[config.mk]
export PLATFORM = sky130hd
export DESIGN_NAME = uart_rx
export DESIGN_NICKNAME = d
export VERILOG_FILES = /design/src/rtl/uart_rx.sv
export SDC_FILE = /design/constraint.sdc
export NUM_CORES = 1
export LEC_CHECK = 0
export ABC_AREA = 0
export CAP_MARGIN = 0
export CELL_PAD_IN_SITES_DETAIL_PLACEMENT = 0
export CELL_PAD_IN_SITES_GLOBAL_PLACEMENT = 2
export CORE_MARGIN = 2
export CORE_UTILIZATION = 34
export CTS_CLUSTER_SIZE = 40
export DETAILED_ROUTE_END_ITERATION = 6
export PLACE_DENSITY = 0.81
export REMOVE_ABC_BUFFERS = 1
export SYNTH_ARGS = -nofsm -noshare
export SYNTH_HDL_FRONTEND = slang
export SYNTH_SLANG_ARGS = --single-unit
[constraint.sdc]
create_clock -name clk -period 2.7 [get_ports clk]
set_clock_uncertainty 0.2 [all_clocks]
set_input_delay 0.54 -clock clk [delete_from_list [all_inputs] [get_ports clk]]
set_output_delay 0.54 -clock clk [all_outputs]
set_load 0.005 [all_outputs]
[src/rtl/uart_rx.sv]
// UART receiver: oversampled start detect, 3-sample mid-bit majority vote,
// optional parity check, and registered word/valid/error outputs per frame.
module uart_rx #(
  parameter int DATA_WIDTH     = 8,
  parameter int PRESCALE_WIDTH = 6
) (
  input  logic                      clk,
  input  logic                      rst,
  input  logic                      RX_IN,
  input  logic                      PAR_EN,
  input  logic                      PAR_TYP,
  input  logic [PRESCALE_WIDTH-1:0] Prescale,
  output logic [DATA_WIDTH-1:0]     P_DATA,
  output logic                      data_valid,
  output logic                      par_err,
  output logic                      stp_err
);

  localparam int BIT_W = (DATA_WIDTH > 1) ? $clog2(DATA_WIDTH) : 1;
  localparam logic [BIT_W-1:0]          LAST_BIT = BIT_W'(DATA_WIDTH - 1);
  localparam logic [PRESCALE_WIDTH-1:0] ONE      = PRESCALE_WIDTH'(1);

  typedef enum logic [2:0] {IDLE, START, DATA, PARITY, STOP} state_t;

  state_t                    state_reg, state_next;
  logic [PRESCALE_WIDTH-1:0] edge_cnt_reg, edge_cnt_next;
  logic [BIT_W-1:0]          bit_cnt_reg, bit_cnt_next;
  logic [2:0]                samp_reg, samp_next;
  logic [DATA_WIDTH-1:0]     shadow_reg, shadow_next;
  logic                      par_flag_reg, par_flag_next;
  logic [PRESCALE_WIDTH-1:0] presc_reg, presc_next;
  logic                      par_en_reg, par_en_next;
  logic                      par_typ_reg, par_typ_next;
  logic [DATA_WIDTH-1:0]     p_data_reg, p_data_next;
  logic                      data_valid_reg, data_valid_next;
  logic                      par_err_reg, par_err_next;
  logic                      stp_err_reg, stp_err_next;

  logic [PRESCALE_WIDTH-1:0] half;
  logic                      bit_end;
  logic                      maj;
  logic                      stop_bad;

  assign half    = presc_reg >> 1;
  assign bit_end = (edge_cnt_reg == presc_reg - ONE);
  // Any two agreeing samples win, so a one-cycle spike on one sample is ignored.
  assign maj     = (samp_reg[0] & samp_reg[1]) | (samp_reg[0] & samp_reg[2]) |
                   (samp_reg[1] & samp_reg[2]);
  assign stop_bad = ~maj;

  always_comb begin
    state_next      = state_reg;
    edge_cnt_next   = edge_cnt_reg;
    bit_cnt_next    = bit_cnt_reg;
    samp_next       = samp_reg;
    shadow_next     = shadow_reg;
    par_flag_next   = par_flag_reg;
    presc_next      = presc_reg;
    par_en_next     = par_en_reg;
    par_typ_next    = par_typ_reg;
    p_data_next     = p_data_reg;
    data_valid_next = 1'b0;
    par_err_next    = 1'b0;
    stp_err_next    = 1'b0;

    if (state_reg != IDLE) begin
      edge_cnt_next = bit_end ? '0 : edge_cnt_reg + ONE;
      if (edge_cnt_reg == half - ONE) samp_next[0] = RX_IN;
      if (edge_cnt_reg == half)       samp_next[1] = RX_IN;
      if (edge_cnt_reg == half + ONE) samp_next[2] = RX_IN;
    end

    case (state_reg)
      IDLE: begin
        if (!RX_IN) begin
          // The falling-edge cycle itself is edge 0 of the start bit.
          state_next    = START;
          edge_cnt_next = ONE;
          bit_cnt_next  = '0;
          par_flag_next = 1'b0;
          presc_next    = Prescale;
          par_en_next   = PAR_EN;
          par_typ_next  = PAR_TYP;
        end
      end
      START: begin
        if (bit_end) state_next = maj ? IDLE : DATA;
      end
      DATA: begin
        if (bit_end) begin
          shadow_next[bit_cnt_reg] = maj;
          if (bit_cnt_reg == LAST_BIT) begin
            state_next = par_en_reg ? PARITY : STOP;
          end else begin
            bit_cnt_next = bit_cnt_reg + BIT_W'(1);
          end
        end
      end
      PARITY: begin
        if (bit_end) begin
          if (maj != ((^shadow_reg) ^ par_typ_reg)) par_flag_next = 1'b1;
          state_next = STOP;
        end
      end
      STOP: begin
        if (bit_end) begin
          state_next = IDLE;
          if (par_flag_reg || stop_bad) begin
            par_err_next = par_flag_reg;
            stp_err_next = stop_bad;
          end else begin
            data_valid_next = 1'b1;
            p_data_next     = shadow_reg;
          end
        end
      end
      default: state_next = IDLE;
    endcase
  end

  always_ff @(posedge clk or negedge rst) begin
    if (!rst) begin
      state_reg      <= IDLE;
      edge_cnt_reg   <= '0;
      bit_cnt_reg    <= '0;
      samp_reg       <= '0;
      shadow_reg     <= '0;
      par_flag_reg   <= 1'b0;
      presc_reg      <= '0;
      par_en_reg     <= 1'b0;
      par_typ_reg    <= 1'b0;
      p_data_reg     <= '0;
      data_valid_reg <= 1'b0;
      par_err_reg    <= 1'b0;
      stp_err_reg    <= 1'b0;
    end else begin
      state_reg      <= state_next;
      edge_cnt_reg   <= edge_cnt_next;
      bit_cnt_reg    <= bit_cnt_next;
      samp_reg       <= samp_next;
      shadow_reg     <= shadow_next;
      par_flag_reg   <= par_flag_next;
      presc_reg      <= presc_next;
      par_en_reg     <= par_en_next;
      par_typ_reg    <= par_typ_next;
      p_data_reg     <= p_data_next;
      data_valid_reg <= data_valid_next;
      par_err_reg    <= par_err_next;
      stp_err_reg    <= stp_err_next;
    end
  end

  assign P_DATA     = p_data_reg;
  assign data_valid = data_valid_reg;
  assign par_err    = par_err_reg;
  assign stp_err    = stp_err_reg;

endmodule

Word-level counts from Yosys, hierarchy flattened. Cells that the tools add are included.

Word-level logic and storage cells: 98. Bits of input ports: 11. Bits in registers: 43. Output and inout bits: 11.

Mux-type cells: 33. Reduce and logical (&&, ||, !) cells: 16. $lt $le $gt $ge: 2. Bitwise operators: 9. Equal/unequal tests: 18. $add $sub $neg: 5.

Operators with widths (count): 3-bit two-way mux (10); 6-bit two-way mux (4); 6-bit equality test (3); 2-bit != test (second input constant) (8); 3-bit one-hot mux with 5 select lines (1); 1-bit two-way mux (13); 2-bit AND reduction (5); 8-bit bitwise mux (1); 4-bit AND reduction (2); 8-bit XOR reduction (1); 5-bit by 1-bit adder with 6-bit output (second input constant) (1); 6-bit by 1-bit adder with 6-bit output (second input constant) (1); 3-bit by 2-bit equality test with 1-bit output (second input constant) (2); 3-bit equality test (second input constant) (2); 6-bit by 5-bit equality test with 1-bit output (1); 3-bit one-hot mux with 2 select lines (1); 6-bit AND reduction (1); 5-bit by 1-bit subtractor with 6-bit output (second input constant) (1); 6-bit by 1-bit subtractor with 6-bit output (second input constant) (1); 3-bit by 4-bit less-than comparator with 1-bit output (second input constant) (1); 2-bit nonzero test (2); 3-bit by 1-bit adder with 3-bit output (second input constant) (1); 1-bit AND (3); 1-bit demux with 3-bit select (1); 13 further kinds (16).

Depth between registers and ports, before layout.
Depth after elaboration: 8. Mapped depth: 10. Mapped depth without buffers: 7.

Worst setup path after synthesis. No wires, ideal clock.

Kind: flip-flop to flip-flop. From: register presc_reg[1]. To: register p_data_reg[0] (netlist: P_DATA[0]). Buffers on the path: 0. Period minus slack after synthesis: 2.540 ns. Stages on the path, launching flop included: 8. Data arrival time: 2.215 ns. Path slack: 0.160 ns. Required time: 2.375 ns. Library setup time: 0.125 ns. Cells stage by stage: dfrtp_1 > inv_1 > ha_1 > nor2b_1 > or3_1 > a31o_2 > nor3_4 > mux2_2.

Word-level cells in the longest chain between the ends: 3.

RTL lines: start: declaration (RTL line 31) `logic [PRESCALE_WIDTH-1:0] presc_reg, presc_next;`; start signal: assignment (RTL line 143) `presc_reg <= presc_next;`; 6-bit by 1-bit subtractor with 6-bit output (RTL line 45) `assign bit_end = (edge_cnt_reg == presc_reg - ONE);`; 6-bit equality test (RTL line 45); 3-bit AND reduction (no line); end signal: assignment (RTL line 146) `p_data_reg <= p_data_next;`; end: declaration (RTL line 34) `logic [DATA_WIDTH-1:0] p_data_reg, p_data_next;`.

Every way passes these cells. A chain may end at the register's enable or synchronous reset.

Final worst setup path.
From: register presc_reg[1]. To: register shadow_reg[0].

Word-level cells in the longest chain between the ends: 3.

RTL lines: 6-bit by 1-bit subtractor with 6-bit output (RTL line 45); 6-bit equality test (RTL line 45); 2-bit AND reduction (no line); end signal: assignment (RTL line 141) `shadow_reg <= shadow_next;`; end: declaration (RTL line 29) `logic [DATA_WIDTH-1:0] shadow_reg, shadow_next;`.

Every way passes these cells.

==> results.md <==
- The flow ran to the end, and the final reports show no timing, DRC or antenna violations.
- The number of pins exceeding their max-slew limit in the final report came to 0.
- The number of I/O port buffers is 21.
- At the end of routability-driven placement, the weighted congestion stood at between 0.8 and 0.9.
- The number of vias after detailed routing is 2,017.
- The worst register-to-register path has a setup slack of 150 ps.
- The instance count of the mapped netlist is 266.
- In the final layout, the multi-input gates occupy roughly 0.0015 mm².
- The buffer count from post-CTS setup fixing is 0.
- The number of hold violations in the final report is 0.
- Among all flip-flop cells after synthesis, the most frequent one is sky130_fd_sc_hd__dfrtp_1.
- For the pin with the worst max-slew slack, the measured transition is about 590 ps.
- The critical register-to-register path startpoint is presc_reg[1]$_DFFE_PN0P_.
- Data on the critical path arrives at its endpoint at 2540 ps.
- The share of layout cells above drive strength 1 is 0.201.
- At the later pin of the worst-skew pair, clock insertion delay measures 300 ps.
- The count of cell types in the netlist is 52.
- Of the total power, the share spent switching nets is 0.461.
- The repair_antennas step left the layout with diodes totalling 0.
- The number of antenna violations at the first check in global routing is 0.
- The remaining antenna violation count after routing is 0.
- Setup total negative slack on the finished layout was measured at 0 ps.
- The share of flip-flops with an asynchronous set or reset is 1.00.
- The clock-pin slew on the worst setup and hold paths is around 90 ps.
- Counting along the longest clock path gives a buffer depth of 2.
- For this configuration, the core starts out at a cell density of 0.345.
- In this run the mean area of a mapped cell was 9.87 µm².
- The number of DRC violations after detailed routing is 0.
- The total leakage power is 1.26 nW.
- The fmax is between 300 and 400 MHz.
- For this run, the post-layout net count is 311.
- The die height is 91.9 µm.
- The largest net degree at the start of global routing is 44.
- The worst vdd rail ir drop is 394 µV.
- The wire length of the first global-routing pass is between 10,000 and 15,000 µm.
- The post-route fraction of the period consumed by the critical path is 0.944.
- The final standard cell area without fillers is 0.00312 mm².
- Measured along the x axis, the die boundary spans about 92 µm.
- The portion of total power attributed to combinational logic is 0.549.
- The count of routing violations after the opening detailed-route iteration is 77.
- The number of gates resized after CTS was 0.
- The cell area after placement is ~0.0030 mm².
- The required arrival time at the worst endpoint is roughly 2700 ps.
- In this run, placement finished with an instance count of 388.
- The count of non-filler cells in the finished layout is 396.
- The worst pin sits at a relative slew slack of 0.609.
- The floorplan has 32 rows.
- Setup repair after global routing left no endpoint under its margin.
- Wires add up to 6130 µm.
- Clock tree synthesis inserted a total of 5 buffers.
- The worst reg2reg path endpoint is shadow_reg[0]$_DFFE_PN0P_.
- The type of origin of the critical path is a flop.
- TritonCTS built the clock tree.
- Cell internal power was estimated by the tool at approximately 1.8 mW.
- Yosys mapped a number of flops with a built-in enable equal to 0.
- The minimum clock period after layout is roughly 2500 ps.
- The placeable core area is 0.00761 mm².
- The detailed-routing iteration count for the pre-antenna-repair pass is 4.
- The total number of clock tree sinks is 43.
- The share of total power dissipated in the clock network is 0.129.
- The max-cap check violation count is 0.
- The level count of the clock H-tree is 2.
- The leftover overflow at the end of global routing is 0.
- STA classifies the critical path endpoint as a flop.
- The sequential cell area in the final layout is roughly 0.0011 mm².
- After detailed routing, the average wire length per cell comes to 15.5 µm.
- For this run, the number of Yosys warnings is 0.
- Setup violations remaining at the end of the flow were counted as 0.
- The tree is rooted in a sky130_fd_sc_hd__clkbuf_8.
- Power comes to 3.34 mW.
- The worst-path maximum fanout is 9.
- The die outline area is 0.00844 mm².
- Dividing total power by cell area gives a power density of 1070 mW/mm².
- During I/O placement, the number of pins put on the boundary was 22.
- Hold timing on the final database bottoms out at a slack of between 100 and 150 ps.
- Counting the fill cells in the layout gives 778.
- The number of hold-repair buffers added at the cts stage is 0.
- Using the TritonRoute via totals, the vias-per-cell ratio works out to just over 5.
- Of the synthesized area, sequential elements account for 0.410.
- The class of the most critical hold timing path is in2async.
- Compared with the post-synthesis result, the final layout area differs by 19.0%.
- The wire-length estimate of the detail-placed layout is 4330 µm.
- The number of global-route vias before repair is 2,028.
- The category of the most critical setup path is reg2reg.
- The share of total power dissipated in sequential elements is 0.322.
- The post-synthesis instance area is 0.00263 mm².
- Across every metal layer, demand over resource in global routing totals 0.155.
- The number of register bits inferred by synthesis is 43.
- The number of cells on the worst reg-to-reg path is 9.
- Summed over all nets, the switching power comes to 1.54 mW.
-- worst max-delay path: stages (launching register included) --
cell	delay [ps]
sky130_fd_sc_hd__dfrtp_1	390
sky130_fd_sc_hd__inv_1	120
sky130_fd_sc_hd__ha_1	180
sky130_fd_sc_hd__buf_4	130
sky130_fd_sc_hd__nor2b_4	40
sky130_fd_sc_hd__or3_1	340
sky130_fd_sc_hd__a31o_4	290
sky130_fd_sc_hd__buf_4	180
sky130_fd_sc_hd__nor3_1	210
sky130_fd_sc_hd__mux2_2	360
-- layout make-up --
type | instances | area share
Clock buffer | 5 | 0.0220
Clock inverter | 3 | 0.00761
Inverter | 5 | 0.00601
Multi-Input combinational cell | 199 | 0.465
Sequential cell | 43 | 0.345
Tap cell | 102 | 0.0409
Timing Repair Buffer | 39 | 0.114
-- power groups by stage --
stage / combinational (mW) / sequential, mW / clock (mW)
after detailed placement: 1.75 / 1.09 / 0
after global placement: 1.74 / 1.08 / 0
after CTS: 1.77 / 1.07 / 0.450
final: 1.84 / 1.08 / 0.431
after global routing: 2.02 / 1.11 / 0.475
after floorplan: 1.18 / 1.06 / 0
-- Yosys cell counts, types with 2 or more instances --
cell / n / share of area
sky130_fd_sc_hd__buf_2: 7 / 0.013
sky130_fd_sc_hd__and2_1: 2 / 0.0048
sky130_fd_sc_hd__clkbuf_1: 7 / 0.010
sky130_fd_sc_hd__nand4_1: 3 / 0.0072
sky130_fd_sc_hd__nand4b_1: 3 / 0.010
sky130_fd_sc_hd__buf_4: 2 / 0.0057
sky130_fd_sc_hd__ha_1: 7 / 0.033
sky130_fd_sc_hd__nor3_1: 20 / 0.038
sky130_fd_sc_hd__o22ai_1: 2 / 0.0048
sky130_fd_sc_hd__a31oi_1: 2 / 0.0048
sky130_fd_sc_hd__o31ai_1: 2 / 0.0057
sky130_fd_sc_hd__a21oi_1: 4 / 0.0076
sky130_fd_sc_hd__nand2_1: 23 / 0.033
sky130_fd_sc_hd__o211ai_1: 8 / 0.023
sky130_fd_sc_hd__nor2_1: 12 / 0.017
sky130_fd_sc_hd__dfrtp_1: 43 / 0.41
sky130_fd_sc_hd__nand3b_1: 2 / 0.0057
sky130_fd_sc_hd__xor2_1: 7 / 0.023
sky130_fd_sc_hd__o21ai_0: 12 / 0.023
sky130_fd_sc_hd__buf_6: 2 / 0.0086
sky130_fd_sc_hd__nand2b_1: 2 / 0.0048
sky130_fd_sc_hd__nor2b_1: 4 / 0.0095
sky130_fd_sc_hd__inv_1: 5 / 0.0072
sky130_fd_sc_hd__or4b_1: 2 / 0.0076
sky130_fd_sc_hd__or3_1: 3 / 0.0072
sky130_fd_sc_hd__mux2_2: 23 / 0.099
sky130_fd_sc_hd__nand3_1: 9 / 0.017
sky130_fd_sc_hd__nor4_1: 2 / 0.0048
sky130_fd_sc_hd__and3_1: 2 / 0.0048
sky130_fd_sc_hd__xnor2_1: 22 / 0.073
-- through the flow --
| step | util | setup WS (ps) |
|---|---|---|
| final | 0.411 | 152 |
| after global routing | 0.411 | 17.1 |
| after CTS | 0.407 | 65.4 |
| after detailed placement | 0.395 | 85.8 |
| after global placement | 0.395 | 193 |
| after floorplan | - | 38.7 |
-- cells in the final DEF, fill, tap and decap left out, types with 2 or more instances in the layout --
cell type	synthesis	final
sky130_fd_sc_hd__nand2b_1	2	2
sky130_fd_sc_hd__nand3_1	9	9
sky130_fd_sc_hd__and2_1	2	2
sky130_fd_sc_hd__nand4b_1	3	3
sky130_fd_sc_hd__nor2_1	12	12
sky130_fd_sc_hd__nand3b_1	2	2
sky130_fd_sc_hd__buf_4	2	16
sky130_fd_sc_hd__a31oi_1	2	2
sky130_fd_sc_hd__nand2_1	23	23
sky130_fd_sc_hd__dfrtp_1	43	43
sky130_fd_sc_hd__xnor2_1	22	22
sky130_fd_sc_hd__nand4_1	3	3
sky130_fd_sc_hd__clkdlybuf4s50_1	0	20
sky130_fd_sc_hd__mux2_2	23	23
sky130_fd_sc_hd__inv_1	5	5
sky130_fd_sc_hd__nor2b_1	4	4
sky130_fd_sc_hd__ha_1	7	7
sky130_fd_sc_hd__nor3_1	20	19
sky130_fd_sc_hd__o22ai_1	2	2
sky130_fd_sc_hd__clkbuf_8	0	5
sky130_fd_sc_hd__o21ai_0	12	12
sky130_fd_sc_hd__or3_1	3	3
sky130_fd_sc_hd__clkinvlp_4	0	2
sky130_fd_sc_hd__o211ai_1	8	8
sky130_fd_sc_hd__o31ai_1	2	2
sky130_fd_sc_hd__nor4_1	2	2
sky130_fd_sc_hd__xor2_1	7	7
sky130_fd_sc_hd__a21oi_1	4	4
sky130_fd_sc_hd__and3_1	2	2
sky130_fd_sc_hd__or4b_1	2	2
-- worst max-delay path by stage --
stage | slack (ps) | end | from | cells past startpoint
final | 150 | shadow_reg[0]$_DFFE_PN0P_ | presc_reg[1]$_DFFE_PN0P_ | 9
after global routing | 20 | shadow_reg[5]$_DFFE_PN0P_ | presc_reg[1]$_DFFE_PN0P_ | 9
after CTS | 70 | samp_reg[2]$_DFFE_PN0P_ | presc_reg[1]$_DFFE_PN0P_ | 7
after detailed placement | 90 | samp_reg[2]$_DFFE_PN0P_ | presc_reg[1]$_DFFE_PN0P_ | 7
after global placement | 190 | shadow_reg[5]$_DFFE_PN0P_ | presc_reg[0]$_DFFE_PN0P_ | 8
after floorplan | 40 | P_DATA[0]$_DFFE_PN0P_ | presc_reg[1]$_DFFE_PN0P_ | 7
-- layer usage --
layer  track usage  vias to the layer above  wire (µm)
met1         0.213                      974       3030
li1              -                     1000          -
met2         0.251                       34       2850
met5             0                        -          0
met4        0.0498                        0        102
met3        0.0247                        9        144
-- cells by family after synthesis --
group                      after synthesis  synth area share
AOI/OAI and AO/OA                       40             0.102
xor gates and xnor gates                29            0.0968
adders and majority gates                8            0.0372
buffers and inverters                   24            0.0462
DFF                                     43             0.410
muxes                                   24             0.102
and+or+nand+nor                         98             0.206
No activity file was read; power rests on OpenSTA's default activity.
==> RTL edit 1 (same settings) <==
Take the reset off `p_data_reg` and load it in a clocked block of its own.
--- a/src/rtl/uart_rx.sv
+++ b/src/rtl/uart_rx.sv
@@ -130,5 +130,4 @@
       par_en_reg     <= 1'b0;
       par_typ_reg    <= 1'b0;
-      p_data_reg     <= '0;
       data_valid_reg <= 1'b0;
       par_err_reg    <= 1'b0;
@@ -144,9 +143,12 @@
       par_en_reg     <= par_en_next;
       par_typ_reg    <= par_typ_next;
-      p_data_reg     <= p_data_next;
       data_valid_reg <= data_valid_next;
       par_err_reg    <= par_err_next;
       stp_err_reg    <= stp_err_next;
     end
+  end
+
+  always_ff @(posedge clk) begin
+    p_data_reg <= p_data_next;
   end
 
Function: same outputs for any inputs over 10 cycles, from zero or initial values and one cycle with rst low; that may be too few to reach the edited logic, so the function may still have changed.
==> RTL edit 1 against the original RTL <==
  * Cell count fell by 5.6%
  * Via count fell by 7.8%
  * Setup slack better by 15 ps
  * Sequential cell count stayed put
  * Power shrank 5.5%
  * Combinational power is 12% lower
  * Maximum frequency is 0.61% higher
  * Die area fell by 2.7%
  * Area after synthesis decreased by 2.9%
  * Routed wire length down 10%
  * Cell area decreased by 3.0%
  * Critical path depth decreased by 1
  * Worst hold slack better by 13 ps
  * Largest power group unchanged
==> RTL edit 1: results (changes against the original RTL) <==
[placed_design]
port_buffers = 21  ; unchanged
place_congestion = 0.812  ; +0.69%
post-dp-hpwl_um = 3980  ; -8.1%
dp_cells = 363  ; -6.4%

[clock_tree]
clk_latency_ps = 290
path_clk_slew_ps = 90  ; about the same
cts_made_buffers = 5  ; unchanged
clockRootBuffer = clkbuf_8
htree_num_levels = 2  ; unchanged
clk_path_buf_depth = 2  ; unchanged

[timing]
whs_ps = 123  ; +12.7 ps
relSlewSlack_pct = 46.9  ; -14 points

[worst_setup_path]
worst_path_largest_cell_delay_ps = 480  ; +90 ps
worstPathArrival_ps = 2500  ; -40 ps
cpLargestDelayFamily = compound AO/OA/AOI/OAI gates
cp_slowest_cell = a2111o_1
critPathMaxFanout = 5  ; -4
rr_startpoint = presc_reg[1]$_DFFE_PN0P_
r2r_cells = 8  ; -1
regToRegSetupSlack_ps = 170  ; +20 ps
r2r-end = edge_cnt_reg[5]$_DFF_PN0_
path_class = register to register

[global_routing]
grt_usage_pct = 14.1  ; -1.4 points
grt_max_degree = 36  ; -18%
grt_pass1_vias = 1828  ; -9.9%
antenna_found_initial = 0  ; unchanged
grt_pass1_wl_um = 9180  ; -12%

[detailed_routing]
wl_um = 5520  ; -10%
drt_iter0_markers = 80  ; +3.9%
dr.pass1.iters = 4  ; unchanged
drt-vias-per-instance = 4.97  ; -2.4%

[layout]
n_antenna_cell = 0  ; unchanged
finalNetCount = 292  ; -6.1%
stdcell_count = 374  ; -5.6%
fill_cells = 726  ; -6.7%
drive_gt1_share_pct = 18.2  ; -1.9 points

[synth]
syn_avg_cell_area_um2 = 10.3  ; +4.6%
synth-edff-count = 8  ; +8
yosysWarnings = 0  ; unchanged
synthTopCellsByCount = dfrtp_1, nand2_1, nand3_1, xnor2_1
seq_area_frac_synth_pct = 43.8  ; +2.8 points
ys_top_cells_by_area = dfrtp_1, edfxtp_1, xnor2_1, mux2_2, xor2_1
synth-xor-area-share_pct = 9.62  ; -0.059 points
async_reset_ff_share_pct = 81.4  ; -19 points
synth_cell_type_count = 55  ; +5.8%
synthAdderAreaFrac_pct = 3.83  ; +0.11 points
yosysMostFrequentCell = dfrtp_1
muxShareOfSynthArea_pct = 7.46  ; -2.8 points
synth-compound-area-share_pct = 10.2  ; about the same

[power]
ir_drop_v = 0.000352  ; -11%
p_leak_nw = 1.17  ; -7.0%

[outcome]
status = finished, final reports clean

[min_path]
min_path_type = input pin to asynchronous set/reset pin

## RTL edit 1: cell types whose count changed after synthesis, sizes merged, moves of 4 or more
cell,unedited run,this run
mux2,23,16
edfxtp,0,8
xnor2,22,17
xor2,7,11
dfrtp,43,35
nor3,21,12
nand3,9,18
## RTL edit 1: timing repair
action,in CTS,in global routing
buffers inserted,0,3
setup endpoints to repair,0,11
gates resized for setup,0,5
## RTL edit 1: power by group
group	switching, mW	internal (mW)	leakage, nW
sequential	0.223	0.813	0.507
clock	0.235	0.280	0.0587
combinational	0.882	0.727	0.605
## RTL edit 1: layer usage
layer / up-vias / GRT usage [%] / part of all wire (%)
met5: - / 0 / 0
met4: 0 / 4.36 / 0.76
met3: 2 / 3.09 / 3.6
met2: 32 / 21.3 / 46
met1: 890 / 20.0 / 49
li1: 936 / - / -
## RTL edit 1: area by class of cell
type / count / area [um2] / share of cell area, %
clock inverter: 3 / 47.5 / 1.57
timing repair buffer: 38 / 337 / 11.1
multi-input combinational: 178 / 1310 / 43.1
clock buffer: 5 / 68.8 / 2.27
inverter: 8 / 30.0 / 0.991
sequential: 43 / 1120 / 36.8
tap: 99 / 124 / 4.09
## RTL edit 1: cell families after synthesis
group                    Yosys count
AND/OR/NAND/NOR                   91
buffers and inverters             26
AO/OA/AOI/OAI                     34
multiplexers                      17
XOR/XNOR                          28
flip-flops                        43
adder cells (fa/ha/maj)            8
## RTL edit 1: stage by stage
stage	power, mW	instance area (um2)	worst slack (ps)
3_5_place_dp	2.60	2880	43.8
6_report	3.16	3030	168
5_1_grt	3.42	3030	-8.06
3_3_place_gp	2.60	2880	104
2_1_floorplan	2.09	2440	-610
4_1_cts	3.12	2990	8.69
==> RTL edit 2 (config.mk and constraints unchanged) <==
Made on the original files. The parameter `PRESCALE_WIDTH` goes from 6 to 4.
--- a/src/rtl/uart_rx.sv
+++ b/src/rtl/uart_rx.sv
@@ -3,5 +3,5 @@
 module uart_rx #(
   parameter int DATA_WIDTH     = 8,
-  parameter int PRESCALE_WIDTH = 6
+  parameter int PRESCALE_WIDTH = 4
 ) (
   input  logic                      clk,
Interface: changed (resized Prescale); port bits go from 22 to 20. The function was not compared with the original's and may differ.
==> RTL edit 2 against the original RTL <==
  * Cell area down 19%
  * Setup slack gained 75 ps
  * Sequential cell count decreased by 4
  * Routed wire length fell by 35%
  * Global-route usage is 1.8 points lower
  * Critical path depth is 2 lower
  * Via count is 32% lower
  * Power fell by 25%
  * Area after synthesis shrank 21%
  * Highest routed layer unchanged
==> RTL edit 2: results (changes against the original RTL) <==
[detailed_routing]
wl_met2_um = 1780  ; -38%
top_layer = met4
m1WireLength_um = 2050  ; -32%
dr.pass1.iters = 4  ; unchanged
routed-via-count = 1375  ; -32%
wl_um = 3960  ; -35%
drt_iter0_markers = 54  ; -30%
met3_length_um = 88  ; -39%

[layout]
multi_input_area_um2 = 1040  ; -29%
buffer_area_share_pct = 10.1  ; -1.3 points
clk_share_pct = 5.27  ; +2.3 points
stdcell_count = 287  ; -28%
multi_input_cells = 131  ; -34%
n_all_buffers = 28  ; -28%
finalNetCount = 227  ; -27%
seq_cell_count = 39  ; -9.3%
n_clock_buffer = 6  ; +1
fill_cells = 592  ; -24%
drive_gt1_share_pct = 20.3  ; +0.21 points
final-seq-area_um2 = 976  ; -9.3%
inv_count = 6  ; +1

[global_routing]
use_met3_pct = 3.26  ; +0.80 points
use_met1_pct = 20.5  ; -0.76 points
grt_pass1_wl_um = 6910  ; -34%
grt_usage_pct = 13.7  ; -1.8 points
grt_use_met2_pct = 19.9  ; -5.1 points
grt_max_degree = 19  ; -57%

[placed_design]
post-dp-hpwl_um = 2850  ; -34%
place_congestion = 0.752  ; -6.7%
place_worst_setup_slack_ps = 181  ; +95.4 ps
port_buffers = 19  ; -9.5%
dp_cells = 278  ; -28%

[clock_tree]
cts_made_buffers = 5  ; unchanged
post_cts_buffers = 0  ; unchanged
htree_num_levels = 2  ; unchanged
postCtsResizedCells = 0  ; unchanged
path_clk_slew_ps = 80
clockRootBuffer = clkbuf_8
clk_latency_ps = 290

[worst_setup_path]
critPathMaxFanout = 8  ; -1
start_kind = register
rr_startpoint = presc_reg[1]$_DFFE_PN0P_

[synth]
muxShareOfSynthArea_pct = 12.9  ; +2.7 points
async_reset_ff_share_pct = 100  ; unchanged
yosysWarnings = 0  ; unchanged
synth-xor-area-share_pct = 10.2  ; +0.57 points
synthTopCellsByCount = dfrtp_1, mux2_2, xnor2_1, nand2_1, nor2_1
seq_area_frac_synth_pct = 47.0  ; +6.0 points
synth_cell_type_count = 44  ; -15%
ys_top_cells_by_area = dfrtp_1, mux2_2, xnor2_1, ha_1, xor2_1
syn_avg_cell_area_um2 = 11.3  ; +14%
synthAdderAreaFrac_pct = 4.70  ; +0.98 points
synth-compound-area-share_pct = 7.41  ; -2.7 points

[power]
p_leak_nw = 1.11  ; -12%
ir_drop_v = 0.000395  ; +0.27%

[min_path]
hold_start = P_DATA[4]$_DFFE_PN0P_
min_path_type = register to register

[outcome]
status = finished, final reports clean

[timing]
worst_slew_pin_slew_ps = 407  ; -179 ps

[RTL edit 2: per-stage QoR]
step                      total power [mW]  utilization [%]  instance area (um2)
after floorplan                       1.64                -                 2040
after global placement                1.95             40.1                 2370
after detailed placement              1.95             40.1                 2370
after CTS                             2.53             42.5                 2520
after global routing                  2.72             42.5                 2520
final                                 2.50             42.5                 2520
[RTL edit 2: worst paths after layout]
path                       slack, ps  cells after the start                        end
setup reg to reg                 230                      7  shadow_reg[1]$_DFFE_PN0P_
min in group asynchronous        490                      2   presc_reg[1]$_DFFE_PN0P_
max in group asynchronous       1270                      3  shadow_reg[5]$_DFFE_PN0P_
setup / recovery                 230                      7  shadow_reg[1]$_DFFE_PN0P_
hold reg to reg                  310                      1      P_DATA[4]$_DFFE_PN0P_
hold / removal                   310                      1      P_DATA[4]$_DFFE_PN0P_
[RTL edit 2: where the power goes]
group          internal, mW  switching, mW  leakage (nW)
registers             0.718          0.175         0.516
clock network         0.369          0.204        0.0654
logic                 0.519          0.515         0.530
[RTL edit 2: critical path, cell delays in order, from the launching register on]
cell	delay [ps]
dfrtp_1	440
inv_1	130
ha_1	160
xor3_1	230
nor3_2	220
nand3_2	200
or4_1	450
mux2_1	320
[RTL edit 2: cell families (layout without fill, tap and decap cells)]
family | after synthesis | count (layout)
DFF | 39 | 39
adders and majority gates | 8 | 8
AOI/OAI and AO/OA | 22 | 22
muxes | 24 | 24
buffers and inverters | 14 | 42
xor gates and xnor gates | 21 | 21
and+or+nand+nor | 56 | 56
[RTL edit 2: timing repair]
item / in CTS / in global routing
hold buffers: 1 / 0
hold endpoints to repair: 13 / 0
endpoints found under the setup margin: 0 / 0
